--- src/rtl/dac_spi_regfile_pkg.sv ---
// Shared types and field layout for the SPI-accessible DAC register file.
package dac_spi_regfile_pkg;

  typedef enum logic [1:0] {
    ST_IDLE    = 2'd0,
    ST_INSTR   = 2'd1,
    ST_DATA    = 2'd2,
    ST_OVERRUN = 2'd3
  } state_t;

  localparam int RW_BIT    = 7;
  localparam int N_MSB     = 6;
  localparam int N_LSB     = 5;
  localparam int ADDR_W    = 5;
  localparam int DATA_W    = 8;
  localparam int REG_COUNT = 32;

  localparam logic [DATA_W-1:0] REG_RESET = 8'h00;

  typedef struct packed {
    logic                  rw;
    logic [N_MSB-N_LSB:0]  n;
    logic [ADDR_W-1:0]     addr;
  } instr_t;

  // Next register address inside a burst; wraps naturally at REG_COUNT.
  function automatic logic [ADDR_W-1:0] next_addr(input logic [ADDR_W-1:0] addr);
    return addr + {{(ADDR_W-1){1'b0}}, 1'b1};
  endfunction

endpackage

--- src/rtl/dac_spi_regfile_spi_in_sync.sv ---
// Brings the SPI pins into the clk domain and flags sclk/csb edges.
module spi_in_sync
  import dac_spi_regfile_pkg::*;
#(
  parameter int SYNC_STAGES = 2
) (
  input  logic clk,
  input  logic rst,
  input  logic spi_sclk,
  input  logic spi_csb,
  input  logic spi_sdi,
  output logic sclk_rise,
  output logic sclk_fall,
  output logic csb_rise,
  output logic csb_fall,
  output logic csb_lvl,
  output logic sdi_lvl
);

  logic [SYNC_STAGES-1:0] sclk_q;
  logic [SYNC_STAGES-1:0] csb_q;
  logic [SYNC_STAGES-1:0] sdi_q;
  logic                   sclk_d;
  logic                   csb_d;

  // Presets make an idle bus (csb high, sclk low) look quiet out of reset.
  always_ff @(posedge clk or posedge rst) begin
    if (rst) begin
      sclk_q <= '0;
      csb_q  <= '1;
      sdi_q  <= '0;
      sclk_d <= 1'b0;
      csb_d  <= 1'b1;
    end else begin
      sclk_q <= {sclk_q[SYNC_STAGES-2:0], spi_sclk};
      csb_q  <= {csb_q[SYNC_STAGES-2:0], spi_csb};
      sdi_q  <= {sdi_q[SYNC_STAGES-2:0], spi_sdi};
      sclk_d <= sclk_q[SYNC_STAGES-1];
      csb_d  <= csb_q[SYNC_STAGES-1];
    end
  end

  assign sclk_rise = sclk_q[SYNC_STAGES-1] & ~sclk_d;
  assign sclk_fall = ~sclk_q[SYNC_STAGES-1] & sclk_d;
  assign csb_rise  = csb_q[SYNC_STAGES-1] & ~csb_d;
  assign csb_fall  = ~csb_q[SYNC_STAGES-1] & csb_d;
  assign csb_lvl   = csb_q[SYNC_STAGES-1];
  assign sdi_lvl   = sdi_q[SYNC_STAGES-1];

endmodule

--- src/rtl/dac_spi_regfile.sv ---
// SPI slave register file: 32 x 8-bit registers, burst read/write over SPI,
// write notification and registered read port on the FPGA side.
module dac_spi_regfile
  import dac_spi_regfile_pkg::*;
#(
  parameter int SYNC_STAGES = 2
) (
  input  logic              clk,
  input  logic              rst,
  input  logic              spi_sclk,
  input  logic              spi_csb,
  input  logic              spi_sdi,
  output logic              spi_sdo,
  output logic              spi_sdo_oe,
  output logic              reg_wr,
  output logic [ADDR_W-1:0] reg_waddr,
  output logic [DATA_W-1:0] reg_wdata,
  input  logic [ADDR_W-1:0] rd_addr,
  output logic [DATA_W-1:0] rd_data,
  output logic              frame_done,
  output logic              frame_abort
);

  logic sclk_rise;
  logic sclk_fall;
  logic csb_rise;
  logic csb_fall;
  logic csb_lvl;
  logic sdi_lvl;

  spi_in_sync #(
    .SYNC_STAGES(SYNC_STAGES)
  ) u_sync (
    .clk      (clk),
    .rst      (rst),
    .spi_sclk (spi_sclk),
    .spi_csb  (spi_csb),
    .spi_sdi  (spi_sdi),
    .sclk_rise(sclk_rise),
    .sclk_fall(sclk_fall),
    .csb_rise (csb_rise),
    .csb_fall (csb_fall),
    .csb_lvl  (csb_lvl),
    .sdi_lvl  (sdi_lvl)
  );

  state_t              state;
  state_t              next_state;
  logic [2:0]          bit_cnt;
  logic [DATA_W-1:0]   rx_sh;
  logic [DATA_W-1:0]   tx_sh;
  logic [1:0]          n_bytes;
  logic [1:0]          byte_idx;
  logic [ADDR_W-1:0]   addr;
  logic                rd_mode;
  logic [DATA_W-1:0]   regs [REG_COUNT];

  logic                bit_in;
  logic                byte_end;
  logic [DATA_W-1:0]   rx_byte;
  instr_t              instr;
  logic                wr_now;
  logic [ADDR_W-1:0]   addr_nxt;

  // Event decode from the synchronized bus
  always_comb begin
    bit_in   = sclk_rise && !csb_lvl && (state == ST_INSTR || state == ST_DATA);
    byte_end = bit_in && (bit_cnt == 3'd7);
    rx_byte  = {rx_sh[DATA_W-2:0], sdi_lvl};
    instr    = instr_t'(rx_byte);
    wr_now   = byte_end && (state == ST_DATA) && !rd_mode;
    addr_nxt = next_addr(addr);
  end

  always_ff @(posedge clk or posedge rst) begin
    if (rst) begin
      state <= ST_IDLE;
    end else begin
      state <= next_state;
    end
  end

  // A csb rise always wins; a csb fall in any state restarts the frame.
  always_comb begin
    next_state = state;
    if (csb_rise) begin
      next_state = ST_IDLE;
    end else if (csb_fall) begin
      next_state = ST_INSTR;
    end else if (byte_end) begin
      if (state == ST_INSTR) begin
        next_state = ST_DATA;
      end else if (state == ST_DATA && byte_idx == n_bytes) begin
        next_state = ST_OVERRUN;
      end
    end
  end

  // Shift, address sequencing and pin/status outputs
  always_ff @(posedge clk or posedge rst) begin
    if (rst) begin
      bit_cnt     <= 3'd0;
      rx_sh       <= '0;
      tx_sh       <= '0;
      n_bytes     <= 2'd0;
      byte_idx    <= 2'd0;
      addr        <= '0;
      rd_mode     <= 1'b0;
      spi_sdo     <= 1'b1;
      spi_sdo_oe  <= 1'b0;
      reg_wr      <= 1'b0;
      reg_waddr   <= '0;
      reg_wdata   <= '0;
      frame_done  <= 1'b0;
      frame_abort <= 1'b0;
    end else begin
      reg_wr      <= wr_now;
      frame_done  <= 1'b0;
      frame_abort <= 1'b0;
      if (wr_now) begin
        reg_waddr <= addr;
        reg_wdata <= rx_byte;
      end
      if (csb_rise) begin
        bit_cnt     <= 3'd0;
        spi_sdo     <= 1'b1;
        spi_sdo_oe  <= 1'b0;
        frame_done  <= (state == ST_OVERRUN);
        frame_abort <= (state == ST_INSTR) || (state == ST_DATA);
      end else if (csb_fall) begin
        bit_cnt    <= 3'd0;
        rx_sh      <= '0;
        spi_sdo    <= 1'b1;
        spi_sdo_oe <= 1'b0;
      end else begin
        if (bit_in) begin
          rx_sh   <= rx_byte;
          bit_cnt <= bit_cnt + 3'd1;
        end
        if (byte_end && state == ST_INSTR) begin
          rd_mode  <= instr.rw;
          n_bytes  <= instr.n;
          addr     <= instr.addr;
          byte_idx <= 2'd0;
          tx_sh    <= regs[instr.addr];
        end else if (byte_end && state == ST_DATA) begin
          addr     <= addr_nxt;
          byte_idx <= byte_idx + 2'd1;
          tx_sh    <= regs[addr_nxt];
        end
        if (sclk_fall && !csb_lvl) begin
          if (state == ST_DATA && rd_mode) begin
            spi_sdo    <= tx_sh[DATA_W-1];
            tx_sh      <= {tx_sh[DATA_W-2:0], 1'b1};
            spi_sdo_oe <= 1'b1;
          end else if (state == ST_OVERRUN) begin
            spi_sdo    <= 1'b1;
            spi_sdo_oe <= 1'b0;
          end
        end
      end
    end
  end

  // Register array and FPGA read port
  always_ff @(posedge clk or posedge rst) begin
    if (rst) begin
      for (int i = 0; i < REG_COUNT; i++) begin
        regs[i] <= REG_RESET;
      end
    end else if (wr_now) begin
      regs[addr] <= rx_byte;
    end
  end

  // Same-cycle SPI write to the read address is forwarded so rd_data never
  // shows the stale value.
  always_ff @(posedge clk or posedge rst) begin
    if (rst) begin
      rd_data <= REG_RESET;
    end else if (wr_now && addr == rd_addr) begin
      rd_data <= rx_byte;
    end else begin
      rd_data <= regs[rd_addr];
    end
  end

endmodule

--- config.mk ---
export PLATFORM = sky130hd
export DESIGN_NAME = dac_spi_regfile
export DESIGN_NICKNAME = d
export VERILOG_FILES = /design/src/rtl/dac_spi_regfile_pkg.sv /design/src/rtl/dac_spi_regfile_spi_in_sync.sv /design/src/rtl/dac_spi_regfile.sv
export SDC_FILE = /design/constraint.sdc
export NUM_CORES = 1
export LEC_CHECK = 0
export ABC_AREA = 1
export CORE_MARGIN = 2
export CORE_UTILIZATION = 41
export CTS_BUF_LIST = sky130_fd_sc_hd__clkbuf_8
export DETAILED_ROUTE_END_ITERATION = 10
export PLACE_DENSITY_LB_ADDON = 0.3
export REMOVE_ABC_BUFFERS = 1
export SYNTH_ARGS = -nofsm -noshare
export SYNTH_HDL_FRONTEND = slang
export SYNTH_HIERARCHICAL = 1
export SYNTH_SLANG_ARGS = --single-unit
--- constraint.sdc ---
create_clock -name clk -period 9.9 [get_ports clk]
set_input_delay 1.485 -clock clk [delete_from_list [all_inputs] [get_ports clk]]
set_output_delay 1.485 -clock clk [all_outputs]
set_load 0.005 [all_outputs]
==> key figures <==
Cells and area
  • Layout Area Growth over Synthesis: 8.178%
  • Fin cells: 3493
  • Antenna Diode Count: 0
  • Finished Core Util: 44.67%
  • Layout cell share with drive strength beyond 1: 7.175%
  • Layout Nets: 2842

Clocking
  • Number of gates resized after cts: 0
  • Clock latency on the worst-skew pair: 680 ps
  • CTS clk-pin slew, worst paths: 60 ps
  • Post-CTS setup buffer count: 0
  • CTS H-tree depth: 2
  • Clock sink total: 320
  • Clk buf depth: 3
  • # hold bufs at CTS: 0
  • CTS tree: yes
  • Num CTS Buffers: 58
  • Root Driver: clkbuf_8

Routing
  • # DRC: 0
  • Vias per cell: 5.943
  • 1st-iter DRT viols: 2942
  • Routed WL: 76.55 mm
  • DRT Pass-1 Iters: 8
  • Antenna viol nets, final: 0
  • Vias: 20758
  • Wire per inst: 21.91 microns

STA
  • Fin Setup TNS: 0 ps
  • Final hold violation count: 0
  • Fmax: 211.6 MHz
  • Rel. slew slack: 13.24%
  • Fin crit share: 47.74%
  • Clock Skew: 28.43 ps
  • Period minus WS final: 4726 ps
  • Slew @ Worst Pin: 1301 ps
  • Worst setup margin: 5174 ps
  • RSZ-0062 raised after global routing: false
  • Final setup violation count: 0
  • Max Slew Vio Count: 0

Critical path
  • WP data required: 10450 ps
  • CP Capture Type: flip-flop
  • Worst Path Arrival: 5280 ps
  • CP startpoint kind: flip-flop
  • Crit-path max FO: 75
  • Crit path kind: flip-flop to flip-flop

Placed design
  • HPWL after DPL: 47.95 mm
  • Gpl congestion: 0.9836
  • Placed cell count: 3385
  • Pre-CTS setup slack: 4987 ps
  • I/O Buffers: 35

Power
  • Power Total: 2.921 mW
  • Leakage power: 9.991 nW
  • Maximum VDD drop: 0.0001159 V
  • P per Cell Area: 134.4 nW/um^2

Job
  • MaxCap Viol Count: 0

Yosys
  • Mapped Area: 20090 sq um
  • Register area share after synthesis: 39.89%
  • Synth cell count leaders: nand2_1, o21ai_0, nand3_1, dfrtp_1, inv_1
  • Synthesized area per cell: 6.872 sq um
  • Cell variety after synth: 34
  • Synth Instances: 2923
  • Compound-cell area share of the yosys netlist: 21.27%
  • Post-synth EDFFs: 0
  • Ys Warns: 6
  • Share of the synthesized area in the top cell type: 39.36%
  • Most frequent cell after synthesis: nand2_1
  • Post-synthesis async set-or-reset flop share: 100.0%
  • Synth Area in Simple Gates: 28.03%
  • Synth Area in Adders: 0.5606%
  • Synth area leaders: dfrtp_1, nand2_1, o21ai_0
  • Combinational family with the most area after synthesis: simple AND/OR/NAND/NOR gates
  • Post-synthesis mux area share: 0%
  • Ys flop type: dfrtp_1
  • Cell taking the most area after synthesis: dfrtp_1
  • Post-Synth XOR/XNOR Area: 0.2927%
  • #FFs+latches synth: 320

GRT
  • Vias in the first global route: 19390
  • First-pass GRT wire length: 116.9 mm
  • Total GRT Usage: 29.97%
  • Largest net degree at the start of global routing: 129
  • Initial antenna violation count: 2
  • Grt ovf: 0

Floorplan
  • Initial Util: 41.29%
  • Core Footprint: 48650 sq um
  • Die area: 50780 sq um
  • Horiz. Die Dim: 225.4 microns
  • Die height: 225.4 microns
  • Std cell rows: 81
  • IO Pins: 36

Worst hold path
  • Hold Path Class: flip-flop to flip-flop

Run status
  • Status: finished clean
-- layout by cell type (no fill, tap or decap), drive strengths merged, types with 4 or more instances in the layout --
cell           count
nor2              51
nand2            896
ha                 9
clkinv            16
o21a               7
o211ai           103
o21ai            507
clkbuf            73
o22ai              7
clkdlybuf4s50     33
a21oi            146
inv              287
dfstp              4
nor3               7
dfrtp            316
buf               32
nand3            363
xor2               4
-- logic make-up (layout without fill, tap and decap cells) --
logic type,after synthesis,in the layout
adders and majority gates,9,9
DFF,320,320
and+or+nand+nor,1321,1321
buffers and inverters,497,445
xor gates and xnor gates,5,5
AOI/OAI and AO/OA,771,771
-- flip-flops by register name (all words and copies together) (netlist names), 3 cells and up --
register   count
regs         256
rd_data        8
reg_wdata      8
tx_sh          8
rx_sh          7
addr           5
reg_waddr      5
bit_cnt        3
-- metrics by stage --
| step | hold slack (ps) | instance area, sq um |
|---|---|---|
| CTS | 349.3 | 21730 |
| detailed placement | 336.2 | 20490 |
| floorplan | 331.2 | 19110 |
| global route | 353.6 | 21730 |
| finish | 347.2 | 21730 |
| global placement | 336.2 | 20490 |
-- report_power, final --
| part | switching [mW] | leakage [nW] | total (mW) | internal (mW) |
|---|---|---|---|---|
| clock | 0.608 | 0.718 | 1.35 | 0.742 |
| combinational | 0.184 | 4.85 | 0.246 | 0.0618 |
| sequential | 0.00893 | 4.42 | 1.32 | 1.32 |
| total | 0.801 | 9.99 | 2.92 | 2.12 |
-- worst paths after layout --
check | from | to | slack (ps) | cells after the start
max | addr[0] | tx_sh[1] | 5170 | 14
max reg2reg | addr[0] | tx_sh[1] | 5170 | 14
min in group asynchronous | rst | u_sync/sdi_q[1] | 1220 | 2
min reg2reg | u_sync/sclk_q[0] | u_sync/sclk_q[1] | 350 | 0
min | u_sync/sclk_q[0] | u_sync/sclk_q[1] | 350 | 0
max in group asynchronous | rst | regs[167] | 6940 | 3
-- critical path: stages, from the launching register on --
cell and delay [ps]:
dfrtp_4 950, clkinv_2 910, ha_4 810, clkinv_2 480, buf_4 460, nand3_1 150, nand2_1 70, nand2_1 60
nand3_1 100, nand3_1 170, nand3_1 100, nand2_1 80, nand2_1 60, nand2_1 50, nand2_1 60
-- cell type report --
| class | count | area [sq um] |
|---|---|---|
| fillers | 5000 | 26920 |
| multi-input cells | 2106 | 10090 |
| repair buffers | 65 | 565.5 |
| clock buffers | 73 | 1005 |
| well taps | 622 | 778.2 |
| inverters | 272 | 1039 |
| clock inverters | 35 | 235.2 |
| flip-flops and latches | 320 | 8021 |
-- routing by layer --
layer / vias to the layer above / part of all wire, % / global-route usage [%]
met1: 9751 / 41 / 40.95
met4: 4 / 5.0 / 15.17
met3: 246 / 11 / 5.906
met5: - / 0.034 / 0
met2: 1315 / 43 / 45.13
li1: 9442 / - / -
(Power assumes the default switching activity.)
